**src/rtl/disp_sched_pkg.sv**
```systemverilog
// Shared types and sizes for the display channel scheduler.
package disp_sched_pkg;

    localparam int CH_N  = 8;
    localparam int SEL_W = 3;

    typedef enum logic [1:0] {
        SCAN   = 2'd0,
        MANUAL = 2'd1,
        ALERT  = 2'd2
    } sched_state_e;

endpackage

```
**src/rtl/disp_chan_sched_rr_pick8.sv**
```systemverilog
// Combinational search for the first set bit at or above a start index,
// wrapping from channel 7 back to channel 0.
module rr_pick8
    import disp_sched_pkg::*;
(
    input  logic [CH_N-1:0]  req,
    input  logic [SEL_W-1:0] start,
    output logic [SEL_W-1:0] idx,
    output logic             found
);

    logic [SEL_W-1:0] pos_s;
    logic [SEL_W-1:0] idx_s;

    // Walk offsets from farthest to nearest so the nearest set bit wins.
    always_comb begin
        pos_s = {SEL_W{1'b0}};
        idx_s = {SEL_W{1'b0}};
        for (int i = CH_N - 1; i >= 0; i--) begin
            pos_s = start + SEL_W'(i);
            idx_s = req[pos_s] ? pos_s : idx_s;
        end
    end

    assign idx   = idx_s;
    assign found = |req;

endmodule

```
**src/rtl/disp_chan_sched.sv**
```systemverilog
// Channel-select scheduler for the eight-channel display multiplexer:
// alert hold beats manual switch beats automatic dwell scan.
module disp_chan_sched
    import disp_sched_pkg::*;
#(
    parameter int DWELL = 50_000_000,
    parameter int HOLD  = 100_000_000,
    parameter int CNT_W = 27
) (
    input  logic             clk,
    input  logic             rst,
    input  logic             mode_auto,
    input  logic [SEL_W-1:0] sw_sel,
    input  logic [CH_N-1:0]  ch_mask,
    input  logic [CH_N-1:0]  alert_req,
    output logic [SEL_W-1:0] test_sel,
    output logic [CH_N-1:0]  alert_ack,
    output logic             in_alert,
    output logic             sel_change
);

    localparam logic [CNT_W-1:0] DWELL_TC = CNT_W'(DWELL - 1);
    localparam logic [CNT_W-1:0] HOLD_TC  = CNT_W'(HOLD - 1);
    localparam logic [CNT_W-1:0] CNT_ZERO = {CNT_W{1'b0}};
    localparam logic [CNT_W-1:0] CNT_ONE  = {{(CNT_W-1){1'b0}}, 1'b1};
    localparam logic [CH_N-1:0]  ACK_ONE  = {{(CH_N-1){1'b0}}, 1'b1};

    sched_state_e     state_q,      state_d;
    logic [SEL_W-1:0] test_sel_q,   test_sel_d;
    logic [CH_N-1:0]  alert_ack_q,  alert_ack_d;
    logic             in_alert_q,   in_alert_d;
    logic             sel_change_q, sel_change_d;
    logic [CNT_W-1:0] cnt_q,        cnt_d;
    logic [SEL_W-1:0] rr_ptr_q,     rr_ptr_d;

    logic [SEL_W-1:0] alert_idx_s;
    logic             alert_found_s;
    logic [SEL_W-1:0] scan_start_s;
    logic [SEL_W-1:0] scan_idx_s;
    logic             scan_found_s;
    logic             hold_done_s;
    logic             arb_s;

    assign scan_start_s = test_sel_q + 3'd1;

    rr_pick8 u_alert_pick (
        .req   (alert_req),
        .start (rr_ptr_q),
        .idx   (alert_idx_s),
        .found (alert_found_s)
    );

    rr_pick8 u_scan_pick (
        .req   (ch_mask),
        .start (scan_start_s),
        .idx   (scan_idx_s),
        .found (scan_found_s)
    );

    // Arbitration happens every cycle outside a hold and on the hold's last cycle.
    assign hold_done_s = (state_q == ALERT) && (cnt_q == HOLD_TC);
    assign arb_s       = (state_q != ALERT) || hold_done_s;

    // Next-state, select and shared dwell/hold counter.
    always_comb begin
        state_d     = state_q;
        test_sel_d  = test_sel_q;
        cnt_d       = cnt_q;
        rr_ptr_d    = rr_ptr_q;
        alert_ack_d = {CH_N{1'b0}};
        if (arb_s && alert_found_s) begin
            state_d     = ALERT;
            test_sel_d  = alert_idx_s;
            alert_ack_d = ACK_ONE << alert_idx_s;
            rr_ptr_d    = alert_idx_s + 3'd1;
            cnt_d       = CNT_ZERO;
        end else if (state_q == ALERT) begin
            if (hold_done_s) begin
                cnt_d = CNT_ZERO;
                if (mode_auto) begin
                    state_d = SCAN;
                end else begin
                    state_d    = MANUAL;
                    test_sel_d = sw_sel;
                end
            end else begin
                cnt_d = cnt_q + CNT_ONE;
            end
        end else if (!mode_auto) begin
            state_d    = MANUAL;
            test_sel_d = sw_sel;
            cnt_d      = CNT_ZERO;
        end else if (state_q == MANUAL) begin
            // Scan resumes from whatever channel manual mode left selected.
            state_d = SCAN;
            cnt_d   = CNT_ZERO;
        end else if (cnt_q == DWELL_TC) begin
            cnt_d      = CNT_ZERO;
            test_sel_d = scan_found_s ? scan_idx_s : 3'd0;
        end else begin
            cnt_d = cnt_q + CNT_ONE;
        end
    end

    assign in_alert_d   = (state_d == ALERT);
    assign sel_change_d = (test_sel_d != test_sel_q);

    // State and registered outputs with synchronous reset.
    always_ff @(posedge clk) begin
        if (rst) begin
            state_q      <= SCAN;
            test_sel_q   <= 3'd0;
            alert_ack_q  <= {CH_N{1'b0}};
            in_alert_q   <= 1'b0;
            sel_change_q <= 1'b0;
            cnt_q        <= CNT_ZERO;
            rr_ptr_q     <= 3'd0;
        end else begin
            state_q      <= state_d;
            test_sel_q   <= test_sel_d;
            alert_ack_q  <= alert_ack_d;
            in_alert_q   <= in_alert_d;
            sel_change_q <= sel_change_d;
            cnt_q        <= cnt_d;
            rr_ptr_q     <= rr_ptr_d;
        end
    end

    assign test_sel   = test_sel_q;
    assign alert_ack  = alert_ack_q;
    assign in_alert   = in_alert_q;
    assign sel_change = sel_change_q;

endmodule
```
**config.mk**
```make
export PLATFORM = sky130hd
export DESIGN_NAME = disp_chan_sched
export DESIGN_NICKNAME = d
export VERILOG_FILES = /design/src/rtl/disp_sched_pkg.sv /design/src/rtl/disp_chan_sched_rr_pick8.sv /design/src/rtl/disp_chan_sched.sv
export SDC_FILE = /design/constraint.sdc
export NUM_CORES = 1
export LEC_CHECK = 0
export CORE_MARGIN = 2
export CORE_UTILIZATION = 59
export DETAILED_ROUTE_END_ITERATION = 10
export MAX_ROUTING_LAYER = met4
export PLACE_DENSITY = 0.81
export SLEW_MARGIN = 0
export SYNTH_ARGS = -nofsm -noshare
export SYNTH_HDL_FRONTEND = slang
export SYNTH_SLANG_ARGS = --single-unit
```
**constraint.sdc**
```tcl
create_clock -name clk -period 3.9 [get_ports clk]
set_input_delay 1.17 -clock clk [delete_from_list [all_inputs] [get_ports clk]]
set_output_delay 1.17 -clock clk [all_outputs]
set_load 0.005 [all_outputs]
```
==> impl_table.tex <==
\begin{tabular}{lr}
\hline
Metric & Value \\
\hline
\multicolumn{2}{l}{\textbf{Global route}} \\
Number of global-route vias before repair & 3,694 \\
Global-route wire length before repair & 17,400 um \\
Pin count of the biggest net entering global routing & 35 \\
Antenna violations before repair & 0 \\
Gr usage total & 29.2\% \\
Overall overflow remaining after global route & 0 \\
\multicolumn{2}{l}{\textbf{Timing}} \\
Slew at the pin with the worst max-slew slack & 755 ps \\
Final hold violations & 0 \\
Final period util & 95.5\% \\
Final-report max-slew violation count & 0 \\
Peak Freq & 268 MHz \\
Setup skew after layout & 13.8 ps \\
RSZ-0062 raised after global routing & no \\
\# setup viols final & 0 \\
Final-layout setup total negative slack & 0 ps \\
Crit path time final & 3730 ps \\
Max-slew headroom & 49.6\% \\
Final hold slack & 501 ps \\
\multicolumn{2}{l}{\textbf{Logic synthesis}} \\
Number of distinct standard cells referenced by the synthesized netlist & 79 \\
Cells taking the most area after synthesis & sky130\_fd\_sc\_hd\_\_dfxtp\_1 22\%, sky130\_fd\_sc\_hd\_\_mux4\_2 11\%, sky130\_fd\_sc\_hd\_\_nor2\_1 4.9\%, sky130\_fd\_sc\_hd\_\_mux2\_2 3.9\%, sky130\_fd\_sc\_hd\_\_xor2\_1 3.9\% \\
Most common library cells after synthesis & 53 x sky130\_fd\_sc\_hd\_\_nor2\_1, 45 x sky130\_fd\_sc\_hd\_\_dfxtp\_1, 35 x sky130\_fd\_sc\_hd\_\_nand2\_1, 25 x sky130\_fd\_sc\_hd\_\_a21oi\_1 \\
Syn\_area\_per\_cell & 8.59 um2 \\
Portion of synthesized cell area occupied by the leading cell type & 22.2\% \\
Post-Syn Nets & 504 \\
EDFF count, synth & 0 \\
Share of synthesized flip-flops with an asynchronous set or reset & 0\% \\
Synthesis warning total & 0 \\
Cell accounting for the most synthesized area & sky130\_fd\_sc\_hd\_\_dfxtp\_1 \\
Fraction of the yosys area taken by sequential cells & 22.2\% \\
Netlist area before placement & 4060 um2 \\
Instance count of the mapped netlist & 473 \\
Dominant register cell in the synthesized netlist & sky130\_fd\_sc\_hd\_\_dfxtp\_1 \\
Top-count cell post-synth & sky130\_fd\_sc\_hd\_\_nor2\_1 \\
Post-synthesis register bit count & 45 \\
\multicolumn{2}{l}{\textbf{Worst setup path}} \\
Critical path arrival & 3940 ps \\
Reg2reg end & rr\_ptr\_q[2]\$\_SDFFE\_PP0P\_ \\
Required time at the endpoint of the critical path & 4110 ps \\
R2R setup slack & 390 ps \\
Startpoint of the most critical register-to-register path & rr\_ptr\_q[1]\$\_SDFFE\_PP0P\_ \\
Depth of the most critical reg-to-reg path & 11 \\
Class of the most critical setup path & in2reg \\
Worst Setup Start Kind & input port \\
Highest fanout seen on the critical path & 6 \\
Launching instance or port of the critical path & alert\_req[3] \\
Critical Path Sink & rr\_ptr\_q[2]\$\_SDFFE\_PP0P\_ \\
Nature of the critical path endpoint & flop \\
\multicolumn{2}{l}{\textbf{Cells and area}} \\
Area Growth Syn to Fin & 16.2\% \\
Diode insertion count for antenna repair & 0 \\
Post-route non-filler standard cell count & 605 \\
Number of nets in the layout & 555 \\
Fraction of layout instances using a drive strength above 1 & 17.9\% \\
\multicolumn{2}{l}{\textbf{Min path}} \\
Tightest Hold Check Type & reg2reg \\
\multicolumn{2}{l}{\textbf{CTS}} \\
TritonCTS clock tree & built \\
Clock tree root driver cell & sky130\_fd\_sc\_hd\_\_clkbuf\_8 \\
Post-CTS Repair Setup Buffers & 0 \\
Clock transition at path regs & 80 ps \\
CTS buffer count & 5 \\
Depth of the CTS H-tree & 2 \\
Sinks on Clock Net & 45 \\
Deepest clock path buffer count & 2 \\
Source-to-sink clock delay at the later pin of the worst-skew pair & 300 ps \\
\multicolumn{2}{l}{\textbf{Floorplanning}} \\
Initial cell density of the core & 60.5\% \\
Horiz. Die Dim & 87.0 um \\
Number of standard-cell rows in the floorplan & 30 \\
Y dimension of the die & 87.0 um \\
Number of top-level design ports & 35 \\
Die footprint & 7570 um2 \\
CORE AREA & 6720 um2 \\
\multicolumn{2}{l}{\textbf{Drt}} \\
Final Routed Wirelength & 10,200 um \\
DRC violation total after the first TritonRoute iteration & 298 \\
Via Count & 3,912 \\
Detail Route Antenna Nets & 0 \\
Per-cell routed wire length & 16.9 um \\
Iteration count of the initial detailed-routing pass & 5 \\
Drt via density & 6.47 \\
Total DRC errors in the routed layout & 0 \\
\multicolumn{2}{l}{\textbf{Power}} \\
VDD IR max & 0.456 mV \\
Post-layout power & 3.32 mW \\
Pwr dens & 704 nW/um2 \\
Leakage component of the power & 1.69 nW \\
\multicolumn{2}{l}{\textbf{Run status}} \\
Status & finished, final reports clean \\
\multicolumn{2}{l}{\textbf{Place}} \\
Global placer's final weighted congestion & 0.956 \\
Detailed-placement wirelength estimate & 7720 um \\
Number of placed instances with taps included & 597 \\
Port bufs & 34 \\
\multicolumn{2}{l}{\textbf{Job}} \\
Number of max-cap violations & 0 \\
\hline
\end{tabular}
-- critical path: stages --
cell	delay [ps]
sky130_fd_sc_hd__clkdlybuf4s50_1	490
sky130_fd_sc_hd__mux2_2	340
sky130_fd_sc_hd__buf_4	140
sky130_fd_sc_hd__mux4_2	480
sky130_fd_sc_hd__o311ai_0	410
sky130_fd_sc_hd__a211oi_2	160
sky130_fd_sc_hd__nor2_1	220
sky130_fd_sc_hd__ha_1	230
sky130_fd_sc_hd__xnor2_1	80
sky130_fd_sc_hd__a211oi_1	220
-- flip-flops by register name (all words and copies together), names as in the netlist --
register / cells
rr_ptr_q: 3
alert_ack: 8
state_q: 2
test_sel: 3
in_alert: 1
sel_change: 1
cnt_q: 27
-- worst min-delay path by stage --
stage	startpoint	end	slack, ps	cells past startpoint
5_1_grt	cnt_q[0]$_SDFF_PP0_	cnt_q[0]$_SDFF_PP0_	550	1
3_5_place_dp	cnt_q[0]$_SDFF_PP0_	cnt_q[0]$_SDFF_PP0_	480	1
6_report	cnt_q[0]$_SDFF_PP0_	cnt_q[0]$_SDFF_PP0_	500	1
3_3_place_gp	cnt_q[0]$_SDFF_PP0_	cnt_q[0]$_SDFF_PP0_	460	1
4_1_cts	cnt_q[0]$_SDFF_PP0_	cnt_q[0]$_SDFF_PP0_	500	1
2_1_floorplan	cnt_q[0]$_SDFF_PP0_	cnt_q[0]$_SDFF_PP0_	440	1
-- per-stage QoR --
stage / instance area (um2) / setup WS, ps / util, %
after floorplan: 4060 / 517 / -
after global placement: 4620 / -85.3 / 68.8
after detailed placement: 4620 / -117 / 68.8
after CTS: 4710 / 195 / 70.0
after global routing: 4720 / 2.82 / 70.2
final: 4720 / 175 / 70.2
-- repair_timing --
item	CTS	global route
setup endpoints to repair	0	9
endpoints found under the hold margin	0	0
hold buffers	0	0
resized for setup	0	4
-- layout make-up --
cell class                 instances  area [um2]
tap                               80         100
clock inverter                     1        7.51
fill                             547        2000
inverter                          16        60.1
timing repair buffer              72         626
sequential                        45         901
clock buffer                       7        76.3
multi-input combinational        384        2950
-- routing by layer --
metal  share of wire, %  global-route usage, %
met4                2.9                   10.2
met5                  0                      -
met3                4.7                   3.41
met1                 44                   38.7
met2                 48                   46.4
-- cells by family (layout without fill, tap and decap cells) --
group	after synthesis	after routing	synth area share [%]
buffers and inverters	44	96	5.57
AND/OR/NAND/NOR	187	187	23.7
flip-flops	45	45	22.2
AO/OA/AOI/OAI	102	102	18.1
adder cells (fa/ha/maj)	9	9	2.77
multiplexers	52	52	19.6
XOR/XNOR	34	34	8.07
-- cell usage in the layout (no fill, tap or decap), types with 3 or more instances in the layout --
master,n
sky130_fd_sc_hd__nor2_1,53
sky130_fd_sc_hd__dfxtp_1,45
sky130_fd_sc_hd__buf_4,38
sky130_fd_sc_hd__nand2_1,35
sky130_fd_sc_hd__clkdlybuf4s50_1,34
sky130_fd_sc_hd__a21oi_1,25
sky130_fd_sc_hd__mux4_2,19
sky130_fd_sc_hd__nand3_1,19
sky130_fd_sc_hd__xor2_1,18
sky130_fd_sc_hd__inv_1,16
sky130_fd_sc_hd__mux2_2,14
sky130_fd_sc_hd__mux2i_1,13
sky130_fd_sc_hd__xnor2_1,13
sky130_fd_sc_hd__and2_1,13
sky130_fd_sc_hd__nand4_1,12
sky130_fd_sc_hd__nor2b_1,11
sky130_fd_sc_hd__o21ai_0,11
sky130_fd_sc_hd__nor3_1,9
sky130_fd_sc_hd__ha_1,9
sky130_fd_sc_hd__a31oi_1,8
sky130_fd_sc_hd__nor4_1,8
sky130_fd_sc_hd__nand2b_1,6
sky130_fd_sc_hd__a211oi_1,6
sky130_fd_sc_hd__o211ai_1,5
sky130_fd_sc_hd__clkbuf_8,5
sky130_fd_sc_hd__and4_1,4
sky130_fd_sc_hd__or3_1,3
sky130_fd_sc_hd__a2111oi_0,3
sky130_fd_sc_hd__o21ai_1,3
sky130_fd_sc_hd__and3_1,3
sky130_fd_sc_hd__o31ai_1,3
-- where the power goes --
part	leakage [nW]	internal (mW)	total (mW)	switching, mW
combinational	1.29	1.16	2.48	1.32
sequential	0.365	0.512	0.562	0.0501
clock	0.0385	0.127	0.282	0.155
total	1.69	1.80	3.32	1.52
(Power assumes the default switching activity.)
